**src/rtl/lane_deskew.sv**
```systemverilog
// rtl/lane_deskew.sv - two-lane alignment-marker deskew with registered aligned outputs
//
// Purpose:
//   Finds the alignment marker (ALIGN_SYM) on each decoded lane, measures the
//   lane-to-lane skew in byte clocks and delays the early lane so both lanes
//   leave byte-aligned. Reports valid/done/error status to link training.
//
// Parameters:
//   MAX_SKEW  - largest tolerated skew in byte clocks (1..15)
//   ALIGN_SYM - alignment marker byte value, same on both lanes
//
// Optional feature macro: LANE_DESKEW_RELOCK_EN
//   When defined, a locked link that shows the marker on exactly one aligned
//   output lane drops lock and returns to SEARCH.
//
// Ports:
//   i_enc_clk         byte clock, all logic on rising edge
//   i_rst             synchronous active-low reset
//   i_enable_deskew   start/hold deskew; low returns the block to IDLE
//   i_lane_0_rx       decoded byte, lane 0
//   i_lane_1_rx       decoded byte, lane 1
//   i_data_os         data(1)/ordered-set(0) tag common to both lanes
//   o_lane_0_out      aligned byte, lane 0
//   o_lane_1_out      aligned byte, lane 1
//   o_data_os_out     i_data_os delayed one cycle
//   o_rx_valid        aligned outputs valid
//   o_deskew_done     high while LOCKED
//   o_deskew_err      skew exceeded MAX_SKEW; held until enable drops
//   o_skew_lane       lane being delayed (0 when skew is zero)
//   o_skew_val        delay applied to o_skew_lane, in byte clocks

module lane_deskew #(
   parameter int         MAX_SKEW  = 7,
   parameter logic [7:0] ALIGN_SYM = 8'hF0
) (
   input  logic       i_enc_clk,
   input  logic       i_rst,
   input  logic       i_enable_deskew,
   input  logic [7:0] i_lane_0_rx,
   input  logic [7:0] i_lane_1_rx,
   input  logic       i_data_os,
   output logic [7:0] o_lane_0_out,
   output logic [7:0] o_lane_1_out,
   output logic       o_data_os_out,
   output logic       o_rx_valid,
   output logic       o_deskew_done,
   output logic       o_deskew_err,
   output logic       o_skew_lane,
   output logic [3:0] o_skew_val
);

   typedef enum logic [2:0] {
      S_IDLE    = 3'd0,
      S_SEARCH  = 3'd1,
      S_MEASURE = 3'd2,
      S_LOCKED  = 3'd3,
      S_ERROR   = 3'd4
   } state_t;

   state_t     r_state;
   logic [3:0] r_cnt;
   logic       r_early;
   logic       r_skew_lane;
   logic [3:0] r_skew_val;
   logic       r_rx_valid;
   logic       r_deskew_done;
   logic       r_deskew_err;
   logic       r_data_os_out;
   logic [7:0] r_lane_0_out;
   logic [7:0] r_lane_1_out;

   // Per-lane delay lines; element i holds the byte received i+1 cycles ago.
   logic [7:0] r_sr0 [MAX_SKEW];
   logic [7:0] r_sr1 [MAX_SKEW];

   logic [7:0] w_del0;
   logic [7:0] w_del1;
   logic       w_mk0;
   logic       w_mk1;
   logic       w_mk_other;

   assign w_mk0      = (i_lane_0_rx == ALIGN_SYM);
   assign w_mk1      = (i_lane_1_rx == ALIGN_SYM);
   // Marker on the lane that has not yet shown one (the late lane).
   assign w_mk_other = r_early ? w_mk0 : w_mk1;

   // Tap selection: skew_val of zero passes the live input straight through.
   always_comb begin
      w_del0 = i_lane_0_rx;
      w_del1 = i_lane_1_rx;
      for (int i = 0; i < MAX_SKEW; i++) begin
         if (r_skew_val == 4'(i + 1)) begin
            w_del0 = r_sr0[i];
            w_del1 = r_sr1[i];
         end
      end
   end

`ifdef LANE_DESKEW_RELOCK_EN
   logic w_out_mk0;
   logic w_out_mk1;
   assign w_out_mk0 = (r_lane_0_out == ALIGN_SYM);
   assign w_out_mk1 = (r_lane_1_out == ALIGN_SYM);
`endif

   always_ff @(posedge i_enc_clk) begin
      if (!i_rst) begin
         r_state       <= S_IDLE;
         r_cnt         <= '0;
         r_early       <= 1'b0;
         r_skew_lane   <= 1'b0;
         r_skew_val    <= '0;
         r_rx_valid    <= 1'b0;
         r_deskew_done <= 1'b0;
         r_deskew_err  <= 1'b0;
         r_data_os_out <= 1'b0;
         r_lane_0_out  <= '0;
         r_lane_1_out  <= '0;
         for (int i = 0; i < MAX_SKEW; i++) begin
            r_sr0[i] <= '0;
            r_sr1[i] <= '0;
         end
      end else begin
         // Delay lines and output mux run in every state.
         r_sr0[0] <= i_lane_0_rx;
         r_sr1[0] <= i_lane_1_rx;
         for (int i = 1; i < MAX_SKEW; i++) begin
            r_sr0[i] <= r_sr0[i-1];
            r_sr1[i] <= r_sr1[i-1];
         end
         r_lane_0_out  <= (r_skew_lane == 1'b0) ? w_del0 : i_lane_0_rx;
         r_lane_1_out  <= (r_skew_lane == 1'b1) ? w_del1 : i_lane_1_rx;
         r_data_os_out <= i_data_os;

         if (!i_enable_deskew) begin
            r_state       <= S_IDLE;
            r_cnt         <= '0;
            r_rx_valid    <= 1'b0;
            r_deskew_done <= 1'b0;
            r_deskew_err  <= 1'b0;
         end else begin
            case (r_state)
               S_IDLE: begin
                  r_state <= S_SEARCH;
                  r_cnt   <= '0;
               end

               S_SEARCH: begin
                  if (w_mk0 && w_mk1) begin
                     r_skew_val    <= '0;
                     r_skew_lane   <= 1'b0;
                     r_deskew_done <= 1'b1;
                     r_state       <= S_LOCKED;
                  end else if (w_mk0 || w_mk1) begin
                     r_early <= w_mk1;
                     r_cnt   <= 4'd1;
                     r_state <= S_MEASURE;
                  end
               end

               S_MEASURE: begin
                  // The late lane's marker wins over the MAX_SKEW limit on
                  // the same cycle, so a skew of exactly MAX_SKEW locks.
                  if (w_mk_other) begin
                     r_skew_lane   <= r_early;
                     r_skew_val    <= r_cnt;
                     r_deskew_done <= 1'b1;
                     r_state       <= S_LOCKED;
                  end else if (r_cnt == 4'(MAX_SKEW)) begin
                     r_deskew_err <= 1'b1;
                     r_state      <= S_ERROR;
                  end else begin
                     r_cnt <= r_cnt + 4'd1;
                  end
               end

               S_LOCKED: begin
                  r_deskew_done <= 1'b1;
                  r_rx_valid    <= 1'b1;
`ifdef LANE_DESKEW_RELOCK_EN
                  // Only judged once rx_valid is up: the outputs produced on
                  // the lock-entry edge still used the previous tap setting.
                  if (r_rx_valid && (w_out_mk0 ^ w_out_mk1)) begin
                     r_rx_valid    <= 1'b0;
                     r_deskew_done <= 1'b0;
                     r_skew_val    <= '0;
                     r_skew_lane   <= 1'b0;
                     r_state       <= S_SEARCH;
                  end
`endif
               end

               S_ERROR: begin
                  r_deskew_err <= 1'b1;
                  r_rx_valid   <= 1'b0;
               end

               default: begin
                  r_state <= S_IDLE;
               end
            endcase
         end
      end
   end

   assign o_lane_0_out  = r_lane_0_out;
   assign o_lane_1_out  = r_lane_1_out;
   assign o_data_os_out = r_data_os_out;
   assign o_rx_valid    = r_rx_valid;
   assign o_deskew_done = r_deskew_done;
   assign o_deskew_err  = r_deskew_err;
   assign o_skew_lane   = r_skew_lane;
   assign o_skew_val    = r_skew_val;

endmodule

```
**config.mk**
```make
export PLATFORM = sky130hd
export DESIGN_NAME = lane_deskew
export DESIGN_NICKNAME = d
export VERILOG_FILES = /design/src/rtl/lane_deskew.sv
export SDC_FILE = /design/constraint.sdc
export NUM_CORES = 1
export LEC_CHECK = 0
export ABC_CLOCK_PERIOD_IN_PS = 2290
export BUFFER_PORTS_ARGS = -buffer_cell sky130_fd_sc_hd__buf_4
export CORE_MARGIN = 1
export CORE_UTILIZATION = 35
export DETAILED_ROUTE_END_ITERATION = 10
export PLACE_DENSITY_LB_ADDON = 0.3
export SKIP_LAST_GASP = 1
export SYNTH_ARGS = -nofsm -noshare
export SYNTH_HDL_FRONTEND = slang
export SYNTH_SLANG_ARGS = --single-unit
export TNS_END_PERCENT = 20
```
**constraint.sdc**
```tcl
create_clock -name i_enc_clk -period 2.29 [get_ports i_enc_clk]
set_input_delay 0 -clock i_enc_clk [delete_from_list [all_inputs] [get_ports i_enc_clk]]
set_output_delay 0 -clock i_enc_clk [all_outputs]
set_load 0.01 [all_outputs]
```
---- Yosys cells after proc, flatten, opt, wreduce, memory -nomap -nowiden ----
Memory sizes are Yosys's and may differ from the RTL's.
Index checks and enable logic that the tools add are counted.
operators by class
  add/sub/neg operators ................... 1
  $mul .................................... 0
  divide/modulo/power cells ............... 0
  $lt $le $gt $ge ......................... 0
  equality and inequality tests ........... 23
  shifts and indexed selects .............. 0
  multiplexer cells ....................... 56
  bitwise gates (word level) .............. 16
  reduce and logical (&&, ||, !) cells .... 16
operator list
  operator                                        count
  two-way mux 8 bit                               30
  two-way mux 4 bit                               6
  == test 4 x 3 -> 1 bit (second input constant)  5
  == test 8 bit (second input constant)           2
  != test 2 bit (second input constant)           7
  OR 1 bit                                        14
  two-way mux 3 bit                               4
  one-hot mux 3 bit (4 select lines)              1
  one-hot mux 4 bit (3 select lines)              1
  two-way mux 1 bit                               9
  AND reduction 3 bit                             3
  == test 4 x 2 -> 1 bit (second input constant)  2
  one-hot mux 4 bit (2 select lines)              1
  AND reduction 4 bit                             2
  == test 3 x 2 -> 1 bit (second input constant)  2
  != test 3 bit (second input constant)           2
  one-hot mux 1 bit (2 select lines)              3
  nonzero test 2 bit                              3
  nonzero test 3 bit                              2
  AND reduction 5 bit                             1
  adder 4 x 1 -> 4 bit (second input constant)    1
  == test 4 x 1 -> 1 bit (second input constant)  1
  == test 3 x 1 -> 1 bit (second input constant)  1
  == test 3 bit (second input constant)           1
  other kinds (7)                                 8
word-level totals
  flip-flop bits (word level) ............. 33
  bits in latches ......................... 0
  RAM bits ................................ 112
  ROM bits ................................ 0
  input port bits ......................... 20
  logic and storage cells ................. 125
  memories ................................ 2
memories
  memory  words  bits a word  rd ports  clocked after Yosys merged registers in  write ports  line  RTL
  r_sr0   7      8            7         0                                        7            73    logic [7:0] r_sr0 [MAX_SKEW];
  r_sr1   7      8            7         0                                        7            74    logic [7:0] r_sr1 [MAX_SKEW];

---- Logic depth before layout (Yosys ltp) ----
Gate-level depths: netlist of the first run.
  depth in word-level cells ............... 9
  mapped depth ............................ 8
  gate-level depth less buffers ........... 6

---- Worst setup path before layout of the first run ----
OpenSTA, ideal clock, no wires.
  kind .................................... reg-to-reg
  start point ............................. register r_cnt[0]
  end point ............................... register r_cnt[3]
  arrival ................................. 1.533 ns
  data required time ...................... 2.165 ns
  slack ................................... 0.632 ns
  cell stages (with the launch flop) ...... 7
  path buffers ............................ 0
  clock period less this slack ............ 1.658 ns
  cells stage by stage .................... dfxtp_1 > ha_1 > and3b_1 > a311oi_1 > nor2_1 > a2111oi_2 > o2bb2ai_1
on the way
  longest elaborated chain between the ends .. 4
  elaborated cells between the ends (all ways) .. 7
  those cells by class .................... add/sub (1); eq/ne (2); mux (3); reduce/logical (1)
RTL lines
  item                                line  RTL
  from (decl)                         61    logic [3:0] r_cnt;
  from (signal assigned)              173   r_cnt <= r_cnt + 4'd1;
  adder 4 x 1 -> 4 bit                173
  two-way mux 4 bit                   169   end else if (r_cnt == 4'(MAX_SKEW)) begin
  two-way mux 4 bit                   164   if (w_mk_other) begin
  one-hot mux 4 bit (3 select lines)  142   case (r_state)
Parallel ways exist; a longest one is shown, timed or not. The select of a mux whose other input is x is not followed.
A chain may end at the register's enable or synchronous reset.

---- Final worst setup path of the first run ----
  start point ............................. register r_skew_val[3] (netlist: o_skew_val[3])
  end point ............................... register r_lane_0_out[5] (netlist: o_lane_0_out[5])
on the way
  longest elaborated chain between the ends .. 9
  elaborated cells between the ends (all ways) .. 15
  those cells by class .................... eq/ne (7); mux (8)
RTL lines
  item                            line  RTL
  from (decl)                     64    logic [3:0] r_skew_val;
  from (signal assigned)          166   r_skew_val <= r_cnt;
  == test 4 x 1 -> 1 bit          92    if (r_skew_val == 4'(i + 1)) begin
  two-way mux 8 bit (6 in a row)  92
  two-way mux 8 bit *             92
  two-way mux 8 bit *             131   r_lane_0_out <= (r_skew_lane == 1'b0) ? w_del0 : i_lane_0_rx;
  to (signal assigned)            131
  to (decl)                       69    logic [7:0] r_lane_0_out;
Every way passes the cells marked *; elsewhere a longest branch is shown, timed or not.

==> summary.md, run 1 <==
The proportion of layout cells with a drive suffix above 1 was 16.64%. In this run the static leakage power is 2.742 nW. The arrival time of the worst setup path came out at 2270 ps.

Buffers added to address setup during post-CTS repair amount to 0. The run gives 4,637 as the via count of the first global-routing pass. The tightest min-delay check is of the primary input to register type.

The count of standard-cell rows is 47, and the vias after detailed routing is 4,859. Prior to clock tree synthesis, the placed netlist has a worst setup slack of 332.6 ps. Along the worst path, the maximum fanout reaches 17. On the worst path, the slowest cell contributes a delay of 590 ps. The number of cells on the worst reg-to-reg path is 5. In this run, synthesis inferred 0 flip-flops with an integrated enable. 0 antenna diodes ended up in the layout. After detailed routing, the average wire length per cell comes to 15.94 um. The async set-or-reset flop fraction in the synthesized netlist is 0%.

The sequential-to-total area share from yosys stat was 48.81%. Among all flip-flop cells after synthesis, the most frequent one is dfxtp_1. Power spread over the standard cell area amounts to 752.1 nW/um2. Clock-pin slew was measured on the worst setup and hold paths at 60 ps. The total of warnings raised by yosys is 0.

After global routing the overflow that remains totals 0. The total area inside the core boundary comes to 16,580 um2. The critical path contains buffers and inverters numbering 0 combined.

The global-route wire length before repair was 24.42 mm; the die width was 132.4 um. The synthesized netlist contains 65 unique library cells. After synthesis, the share of cell area in mux cells is 0.1894%. From synthesis to final layout, the design area changed by 21.65%.

The worst setup slack after layout came out at 321.5 ps. The overall die area is 17,520 um2, and the count of buffers inserted at the top-level ports is 44. The flow ran to the end, and the final reports show no timing, DRC or antenna violations. Number of synthesized register bits: 145. The clock period minus final worst setup slack was 1968 ps; the clock network latency to the later pin of the worst-skew pair was 420 ps. In this run the number of H-tree levels came out at 4. Post-synth design cell area: 5947 um2.

For the DRC violations left, the log shows 0. The placed cell area was 6486 um2; the final cell area excluding filler cells was 7234 um2. The final clock period utilization by the worst path is 85.96%. The cell depth of the worst hold path was 3; the post-synth net total was 669.

The number of nets still failing antenna checks after routing is 0, and the total number of nets in the final design is 723. The cell count after synthesis came out at 648. After Yosys synthesis, full adders, half adders and majority gates account for 0.2104% of the synthesized area.

Number of CTS-inserted buffers: 17. The cell that appears most often on the critical path is o21ai_0. The tools report the nature of the critical path startpoint as a register. The kind of cell with the highest combined delay along the critical path is simple AND/OR/NAND/NOR gates. For the number of antenna violations at the first check in global routing, the log shows 0.

The highest achievable clock rate is 508.0 MHz. Averaged over all synthesized cells, the footprint is 9.177 um2. At the pin with the least slew margin, the transition time is 664.5 ps. The critical path is of the register to register type. Measured along the y axis, the die boundary spans 132.4 um. Walking the worst path, the cells encountered are or2_1 > nor3b_1 > o21ai_0 > o21ai_0 > a221o_1. TritonCTS built the clock tree. The max-slew violation total from the final report came out at 0. Setup violations remaining at the end of the flow were counted as 0. The initial utilization of the core area, before any placement, comes to 35.86%. At the end of routability-driven placement, the weighted congestion stood at 0.8067. For this design, the sink count on the clock tree is 145. Measured against its own limit, the worst slew margin works out to 55.70%. The synthesized netlist devotes 0.2735% of its cell area to XOR and XNOR gates. The depth of the critical timing path with buffers and inverters included is 5, and the number of detailed-route iterations in the first pass is 5.

Across the run, the number of max-cap violations was 0. Clock skew on the completed layout was measured at 6.744 ps. Among all stages on the critical path, the largest delay is contributed by or2_1. The largest net degree at the start of global routing was 59; the HPWL reported at the end of detailed placement was 10.07 mm. In this run, the number of DRC markers left after iteration 0 of detailed routing was 352. The overall track demand over capacity in global routing came out at 17.72%. Setup repair after global routing left no endpoint under its margin.

For this block, the routed nets add up to 14.91 mm of wire. The data required time at the worst endpoint is 2590 ps. Summed over all failing endpoints, the final setup total negative slack is 0 ps. Type of destination of the critical path: a register. The area fraction in compound gates after synthesis was 22.36%; the final count of hold timing violations was 0. The detailed-route vias per instance is 5.197, and the simple-gate area share of the yosys netlist is 23.82%. The maximum resistive drop on vdd was 0.0005211 V. The tools report the clock root buffer master as clkbuf_16. The longest clock path from root to sink contains 2 buffers. During I/O placement, the number of pins put on the boundary was 45. Across all hold checks on the routed design, the worst slack comes to 388.5 ps. Main combinational cell family by area after synthesis: simple AND/OR/NAND/NOR gates.
[Yosys cell counts (all sizes together), types with 2 or more instances]
master / n / share of area (%)
o31ai: 7 / 0.88
nor3: 6 / 0.67
a31o: 7 / 1.0
a32oi: 2 / 0.29
dfxtp: 145 / 49
a221o: 3 / 0.50
inv: 13 / 0.82
o2bb2ai: 2 / 0.29
o21ai: 70 / 6.0
a22oi: 3 / 0.38
a21o: 2 / 0.25
a22o: 4 / 0.59
o22ai: 16 / 1.7
and2: 116 / 12
nor4: 4 / 0.67
nor2b: 11 / 1.2
nand2: 40 / 2.7
nand2b: 3 / 0.32
buf: 20 / 1.9
nor2: 25 / 1.6
or3: 6 / 0.63
nand3b: 5 / 0.63
nand3: 7 / 0.59
or4: 2 / 0.25
and3: 2 / 0.21
a2bb2oi: 11 / 1.6
a32o: 5 / 0.84
a21boi: 7 / 0.88
or2: 2 / 0.21
clkbuf: 26 / 1.6
a21oi: 25 / 2.2
o22a: 5 / 0.74
o21a: 3 / 0.38
nor3b: 5 / 1.0
o221ai: 2 / 0.29
and4bb: 2 / 0.42
a2111oi: 4 / 0.80
a31oi: 16 / 1.7
[flip-flops by register name, indices dropped and copies added (netlist names)]
register / count
o_data_os_out: 1
o_deskew_err: 1
o_skew_val: 4
r_state: 3
o_rx_valid: 1
r_cnt: 4
r_sr0: 56
r_sr1: 56
o_deskew_done: 1
o_skew_lane: 1
o_lane_1_out: 8
o_lane_0_out: 8
r_early: 1
[path summary, 6_finish.rpt]
kind / start / slack (ps) / end
setup / recovery: o_skew_val[3]$_SDFFE_PN0P_ / 320 / o_lane_0_out[5]$_SDFF_PN0_
hold / removal: i_lane_1_rx[6] / 390 / r_sr1[0][6]$_SDFF_PN0_
setup reg to reg: o_skew_val[3]$_SDFFE_PN0P_ / 320 / o_lane_0_out[5]$_SDFF_PN0_
hold reg to reg: r_sr0[3][5]$_SDFF_PN0_ / 450 / r_sr0[4][5]$_SDFF_PN0_
[per-stage QoR]
| step | power [mW] | util, % | cells |
|---|---|---|---|
| 2_1_floorplan | 2.789 | - | 648 |
| 3_3_place_gp | 2.902 | 39.11 | 883 |
| 3_5_place_dp | 2.906 | 39.11 | 883 |
| 4_1_cts | 5.489 | 43.62 | 935 |
| 5_1_grt | 5.648 | 43.62 | 935 |
| 6_report | 5.441 | 43.62 | 935 |
[where the power goes]
part	internal (mW)	total (mW)	leakage [nW]	switching [mW]
Clock	1.49	2.56	0.249	1.07
Sequential	2.58	2.62	1.18	0.0320
Combinational	0.130	0.261	1.31	0.132
Total	4.21	5.44	2.74	1.23
[cell usage in the layout (no fill, tap or decap), types with 6 or more instances in the layout]
cell type	instances
dfxtp_1	143
and2_1	116
o21ai_0	68
buf_4	60
nand2_1	37
nor2_1	24
a21oi_1	24
dlygate4sd3_1	20
clkbuf_16	17
a31oi_1	16
o22ai_1	16
inv_1	13
a2bb2oi_1	11
nor2b_1	11
nand3_1	7
a21boi_0	7
o31ai_1	7
a31o_2	7
or3_1	6
clkinvlp_4	6
[area by class of cell]
class                      count  area [um2]
clock buffer                  20       436.7
clock inverter                12       111.4
fill                        1630        9349
inverter                      13       48.80
multi-input combinational    444        2786
sequential                   145        2905
tap                          220       275.3
timing repair buffer          81       670.6
[layer usage]
layer | vias to the layer above | GRT usage, % | share of wire [%]
li1 | 2401 | - | -
met1 | 2315 | 24.05 | 48
met2 | 131 | 26.87 | 45
met3 | 12 | 4.883 | 5.8
met4 | 0 | 6.258 | 0.94
met5 | - | 0 | 0
[kinds of logic (layout without fill, tap and decap cells)]
| group | after synthesis | in the layout |
|---|---|---|
| simple gates | 240 | 240 |
| compound gates | 201 | 201 |
| flops | 145 | 145 |
| buf+inv | 59 | 126 |
| fa+ha+maj | 1 | 1 |
| xor+xnor | 1 | 1 |
| mux | 1 | 1 |
[tightest hold or removal path: stages]
cell and delay [ps]:
dlygate4sd3_1 520, buf_4 140, and2_1 120
[timing repair]
action                                 4_1_cts  5_1_grt
hold buffers                                20        0
gates resized for setup                      0        0
endpoints found under the hold margin       48        0
No activity file was read; power rests on OpenSTA's default activity.
==> run 2, diff against run 1 <==
Settings changed: ABC_CLOCK_PERIOD_IN_PS 2290 to 2150, CORE_UTILIZATION 35 to 28, GPL_ROUTABILITY_DRIVEN set to 0.
Clock period 2.29 ns to 2.15 ns, I/O delays scaled along.
==> run 2 against run 1 <==
  * Worst setup slack lost 36 ps
  * Non-clock buffer count increased by 9
  * Final area increased by 2.8%
  * Fmax up 5.6%
  * Core utilization fell by 7.3 points
  * Largest power group is now clock
==> summary.md, run 2 (synthesis results as in run 1) <==
The flow ran to the end, and the final reports show no timing, DRC or antenna violations. Counting I/O delays and the setup requirement, the final critical path takes 1865 ps. For the pin with the worst max-slew slack, the measured transition is 593.0 ps. TritonCTS built the clock tree. Setup violations remaining at the end of the flow were counted as 0. The total number of nets in the final design is 732. The die is 147.7 um tall. The cell area power density was 834.8 nW/um2; the clock network latency to the later pin of the worst-skew pair was 420 ps. For the leakage component of the power, the log shows 2.841 nW.

Fill cells in the final layout number 2,104. The post-route clock skew is 10.17 ps. Leaving out fill and tap cells, the most frequent cells in the layout are dfxtp_1 (143), and2_1 (116), buf_4 (71). The classification of the worst setup path was register to register.

The tools report the starting utilization of the core area as 29.02%. The worst min-delay path class was primary input to register. The number of CTS-inserted buffers was 17. The tools report the worst setup path startpoint as o_skew_val[3]$_SDFFE_PN0P_. The final count of hold timing violations is 0, and the area added between synthesis and finish is 25.06%. The number of antenna violations at the first check in global routing is 0, and the biggest fanout along the worst timing path is 11. The tool flagged a number of max-cap violations equal to 0. The overall track demand over capacity in global routing was 14.93%; the maximum root-to-sink buffer count was 2.

The worst register-to-register path begins at o_skew_val[3]$_SDFFE_PN0P_. The number of H-tree branching levels was 4; the final clock period utilization by the worst path was 86.74%. For this design the top-level I/O count stands at 45.

The via count of the first global-routing pass was 4,528; the largest net degree at the start of global routing was 74. In the final routed layout, each cell accounts on average for 15.55 um. Headroom to the max-slew limit: 60.47%. The worst hold slack was 33.23 ps. Along the worst hold path, the cell count comes to 3. The clock transition time at the flip-flop clock pins of the worst setup and hold paths was 60 ps. Based on the critical path, the design can be clocked at up to 536.2 MHz. Setup repair after global routing left no endpoint under its margin.

The run gives 21,830 um2 as the overall die area. The tools report the clock root buffer master as clkbuf_16. The tools report the number of antenna cells inserted as 0.

Port buffering added 44 buffers. Type of destination of the critical path: a register. The nature of the critical path startpoint was a register. After floorplanning, the core was sized to cover 20,490 um2. The multi-input combinational cells in the finished layout cover a total of 2786 um2. The first TritonRoute pass finished after 5 iterations. The library cell used most frequently in the layout, excluding fill and tap cells, is dfxtp_1.

The run gives 0 as the max-slew violation total from the final report. The number of setup buffers added after CTS is 0. The run gives 52 as the count of standard-cell rows. The largest registers in the layout are r_sr0 x56, r_sr1 x56.

For the final routed database, the setup TNS stands at 0 ps. The post-detailed-routing wire length is 15.46 mm. The startpoint identified for the worst hold timing path is i_rst. The post-route netlist has 18.23% of its cells at a drive strength greater than 1. Once detail routing completed, the nets flagged for antenna violations numbered 0. The global-route wire length before repair was 24.91 mm. The die is 147.7 um wide. Detailed-route vias per instance: 4.789. For this block, the initial DRC count from the detailed router was 371. The area of all sequential standard cells came out at 2905 um2. For the data required time at the worst endpoint, the log shows 2450 ps. The total overflow left after global routing is 0. The arrival time of the worst setup path came out at 2160 ps. The maximum resistive drop on vdd is 0.0005269 V.

Detailed placement finished with a half-perimeter wire length of 10.57 mm. For the worst flop-to-flop path, the logic depth is 6. The vias after detailed routing is 4,760.

In the routed design, unresolved DRC markers number 0. The clock net in this run drives a total of 145 sinks.
## run 2: cell count changes in the layout (fill, tap and decap cells not counted), moves of 3 or more
| cell | previous run | this run |
|---|---|---|
| buf_4 | 60 | 71 |
| clkbuf_1 | 3 | 0 |
| clkbuf_8 | 0 | 3 |
| clkinvlp_4 | 6 | 2 |
| inv_6 | 2 | 5 |
## run 2: critical path, cell delays in order, from the launching register on
cell and delay (ps):
dfxtp_1 520, or2_1 310, buf_4 240, a2bb2oi_1 180
o221ai_1 130, a221oi_1 260, o21ai_0 110
## run 2: layer usage
metal	vias up	global-route usage (%)	part of all wire, %
li1	2424	-	-
met1	2234	20.61	50
met2	94	22.41	44
met3	8	3.951	5.0
met4	0	5.000	0.91
met5	-	0	0
## run 2: layout make-up
type | count | share of cell area [%]
clock buffers | 20 | 6.275
clock inverters | 12 | 2.271
inverters | 13 | 0.6561
multi-input cells | 444 | 37.47
flip-flops and latches | 145 | 39.06
well taps | 270 | 4.542
repair buffers | 90 | 9.724
## run 2: worst paths after layout
kind | slack, ps | to
worst min-delay path | 30 | r_state[2]$_SDFFE_PN0P_
worst min register to register | 440 | r_sr1[2][3]$_SDFF_PN0_
worst max register to register | 290 | o_lane_1_out[7]$_SDFF_PN0_
worst max-delay path | 290 | o_lane_1_out[7]$_SDFF_PN0_
## run 2: repair_timing
action | CTS | global route
endpoints found under the hold margin | 36 | 0
gates resized for setup | 0 | 0
hold buffers | 19 | 0
## run 2: power breakdown
group / total [mW] / switching [mW] / internal, mW
clock network: 3.14 / 1.19 / 1.95
registers: 2.78 / 0.0295 / 2.75
logic: 0.286 / 0.147 / 0.139
total: 6.21 / 1.37 / 4.84
## run 2: through the flow
stage	std cells	setup WS (ps)	utilization (%)	total power, mW	area [um2]
after floorplan	648	491.7	-	2.970	5947
after global placement	943	337.4	32.26	3.099	6611
after detailed placement	943	284.8	32.26	3.102	6611
after CTS	994	278.9	36.29	6.278	7437
after global routing	994	83.45	36.29	6.433	7437
final	994	285.1	36.29	6.209	7437
==> run 3, diff against run 2 <==
Settings changed: REMOVE_ABC_BUFFERS set to 1.
==> run 3 against run 2 <==
  * Highest routed layer unchanged
  * First-iteration DRC count is 0.81% higher
  * Clock-buffer cell count is 2 higher
  * Cell count is 0.40% higher
==> summary.md, run 3 (synthesis results as in run 1) <==
The via count of the first global-routing pass is 4,655. The worst setup path is captured at a register. TritonCTS built the clock tree. The tools report the total placed cells including tap cells as 945. In this run the tightest slew margin relative to its limit is 58.46%. The most common library cell in the layout ignoring fill and taps was dfxtp_1.

The number of CTS-inserted buffers came out at 17. In this run the static leakage power is 2.883 nW. The post-route clock skew was 6.080 ps; the area of the placeable core was 20,490 um2. Across the VDD grid, the largest voltage drop is 0.0004361 V.

The run gives 0 as the setup violation total in the final timing report. The setup slack at placement came out at 227.8 ps. The measured slew at the worst slew-check pin works out to 623.1 ps. The floorplan die height was 147.7 um. After detailed placement, the total cell area comes to 6639 um2. In this design, the stage delay of the slowest critical-path cell is 560 ps.

Before antenna repair, the detailed router went through 5 iterations. The post-layout utilization of the core came out at 36.61%. The reported max-cap violation count is 0. The flow ran to the end, and the final reports show no timing, DRC or antenna violations. The routed wirelength normalized by instance count was 15.72 um; the overall track demand over capacity in global routing was 14.94%.

The die is 147.7 um wide. The tools report the clock root buffer master as clkbuf_16. Setup repair after global routing left no endpoint under its margin. In the final layout, the registers with the most flip-flops are r_sr0 x56, r_sr1 x56. Traced cell by cell, the critical path runs through or2_1 > nor3b_1 > o21ai_0 > o21ai_0 > a221o_1.

The HPWL reported at the end of detailed placement is 10.26 mm, and the DRC violations left is 0. After detailed routing, the number of vias per cell comes to 4.888. The finished layout holds 998 standard cells, fillers aside.

After clock tree synthesis, the clock-pin slew on the worst setup and hold paths is 60 ps. For this run the aggregate overflow at the end of global routing stands at 0. The worst hold slack is 337.8 ps. The floorplan has 52 rows. Area used by multi-input combinational logic: 2786 um2. In the layout the commonest cells are dfxtp_1 (143), and2_1 (116), buf_4 (72). The final cell area excluding filler cells was 7503 um2; the starting utilization of the core area was 29.02%. For this run, the top clock speed supported by timing is 524.1 MHz. The number of antenna violations at the first check in global routing came out at 0. The clock period could shrink to 1908 ps.

The logs give 45 for the number of primary I/O pins and 2450 ps for the data required time at the worst endpoint. The worst path meets setup with 242.1 ps of slack. Power spread over the standard cell area amounts to 840.3 nW/um2. The first routing iteration left 374 violations. The area of all sequential standard cells was 2905 um2; the maximum root-to-sink buffer count was 2. Buffers placed on the I/O ports in this run total 44.

Final count of hold timing violations: 0. The classification of the worst setup path is register to register. In this run the worst path has a maximum fanout of 13. The global-route wire length before repair was 25.28 mm. The largest net degree at the start of global routing is 46. The worst hold path belongs to the class primary input to register. The later pin in the worst-skew pair is clocked with a latency of 420 ps.

For this block, the via count after detailed routing is 4,878. The post-detailed-routing wire length is 15.69 mm, and the total number of nets in the final design is 736. STA classifies the critical path startpoint as a register. The floorplan step defined a die boundary enclosing 21,830 um2. The repair_antennas step left the layout with diodes totalling 0. The number of filler instances in the final layout was 2,089; the proportion of layout cells with a drive suffix above 1 was 18.13%. The number of nets still failing antenna checks after routing was 0; the final clock period utilization by the worst path was 88.74%. Compared with the post-synthesis result, the final layout area differs by 26.17%. For the worst setup path, the data arrival time is 2210 ps. The logs give 0 for the max-slew violation total from the final report and 4 for the number of H-tree branching levels. The clock drives 145 sinks. The cell repeated most along the worst path is o21ai_0. The highest-delay cell along the critical path was or2_1.
==> run 3: area by class of cell <==
| cell class | count | area share (%) |
|---|---|---|
| inverters | 13 | 0.6503 |
| well taps | 270 | 4.502 |
| clock inverters | 10 | 2.401 |
| multi-input cells | 444 | 37.14 |
| flip-flops and latches | 145 | 38.72 |
| repair buffers | 94 | 10.27 |
| clock buffers | 22 | 6.320 |
==> run 3: stage by stage <==
| step | power (mW) | setup TNS (ps) |
|---|---|---|
| after floorplan | 2.945 | -10460 |
| after global placement | 3.095 | 0 |
| after detailed placement | 3.095 | 0 |
| after CTS | 6.372 | 0 |
| after global routing | 6.504 | 0 |
| final | 6.305 | 0 |
==> run 3: worst max-delay path: cells and delay by family, from the launching register on <==
kind / cells / cell delay (ps)
compound gates: 3 / 610
flops: 1 / 500
simple gates: 2 / 680
==> run 3: final timing paths <==
| check | endpoint | from | slack, ps | cells after the start |
|---|---|---|---|---|
| min reg2reg | r_sr1[5][2]$_SDFF_PN0_ | r_sr1[4][2]$_SDFF_PN0_ | 450 | 1 |
| max reg2reg | o_lane_0_out[2]$_SDFF_PN0_ | o_skew_val[3]$_SDFFE_PN0P_ | 240 | 5 |
| min | o_data_os_out$_SDFF_PN0_ | i_data_os | 340 | 3 |
| max | o_lane_0_out[2]$_SDFF_PN0_ | o_skew_val[3]$_SDFFE_PN0P_ | 240 | 5 |
==> run 3: repair_timing <==
action,in CTS,in global routing
resized for setup,0,0
endpoints found under the hold margin,46,0
hold buffers,21,0
buffers inserted,0,0
==> run 3: power breakdown <==
part           internal [mW]  total (mW)  switching, mW
logic                  0.142       0.279          0.137
registers               2.75        2.79         0.0329
clock network           2.14        3.24           1.10
==> run 3: metal layers <==
metal | track usage, % | up-vias | part of all wire (%)
met5 | 0 | - | 0
met4 | 6.031 | 0 | 1.9
met3 | 3.179 | 23 | 3.7
met2 | 23.75 | 86 | 47
met1 | 19.65 | 2347 | 47
li1 | - | 2422 | -
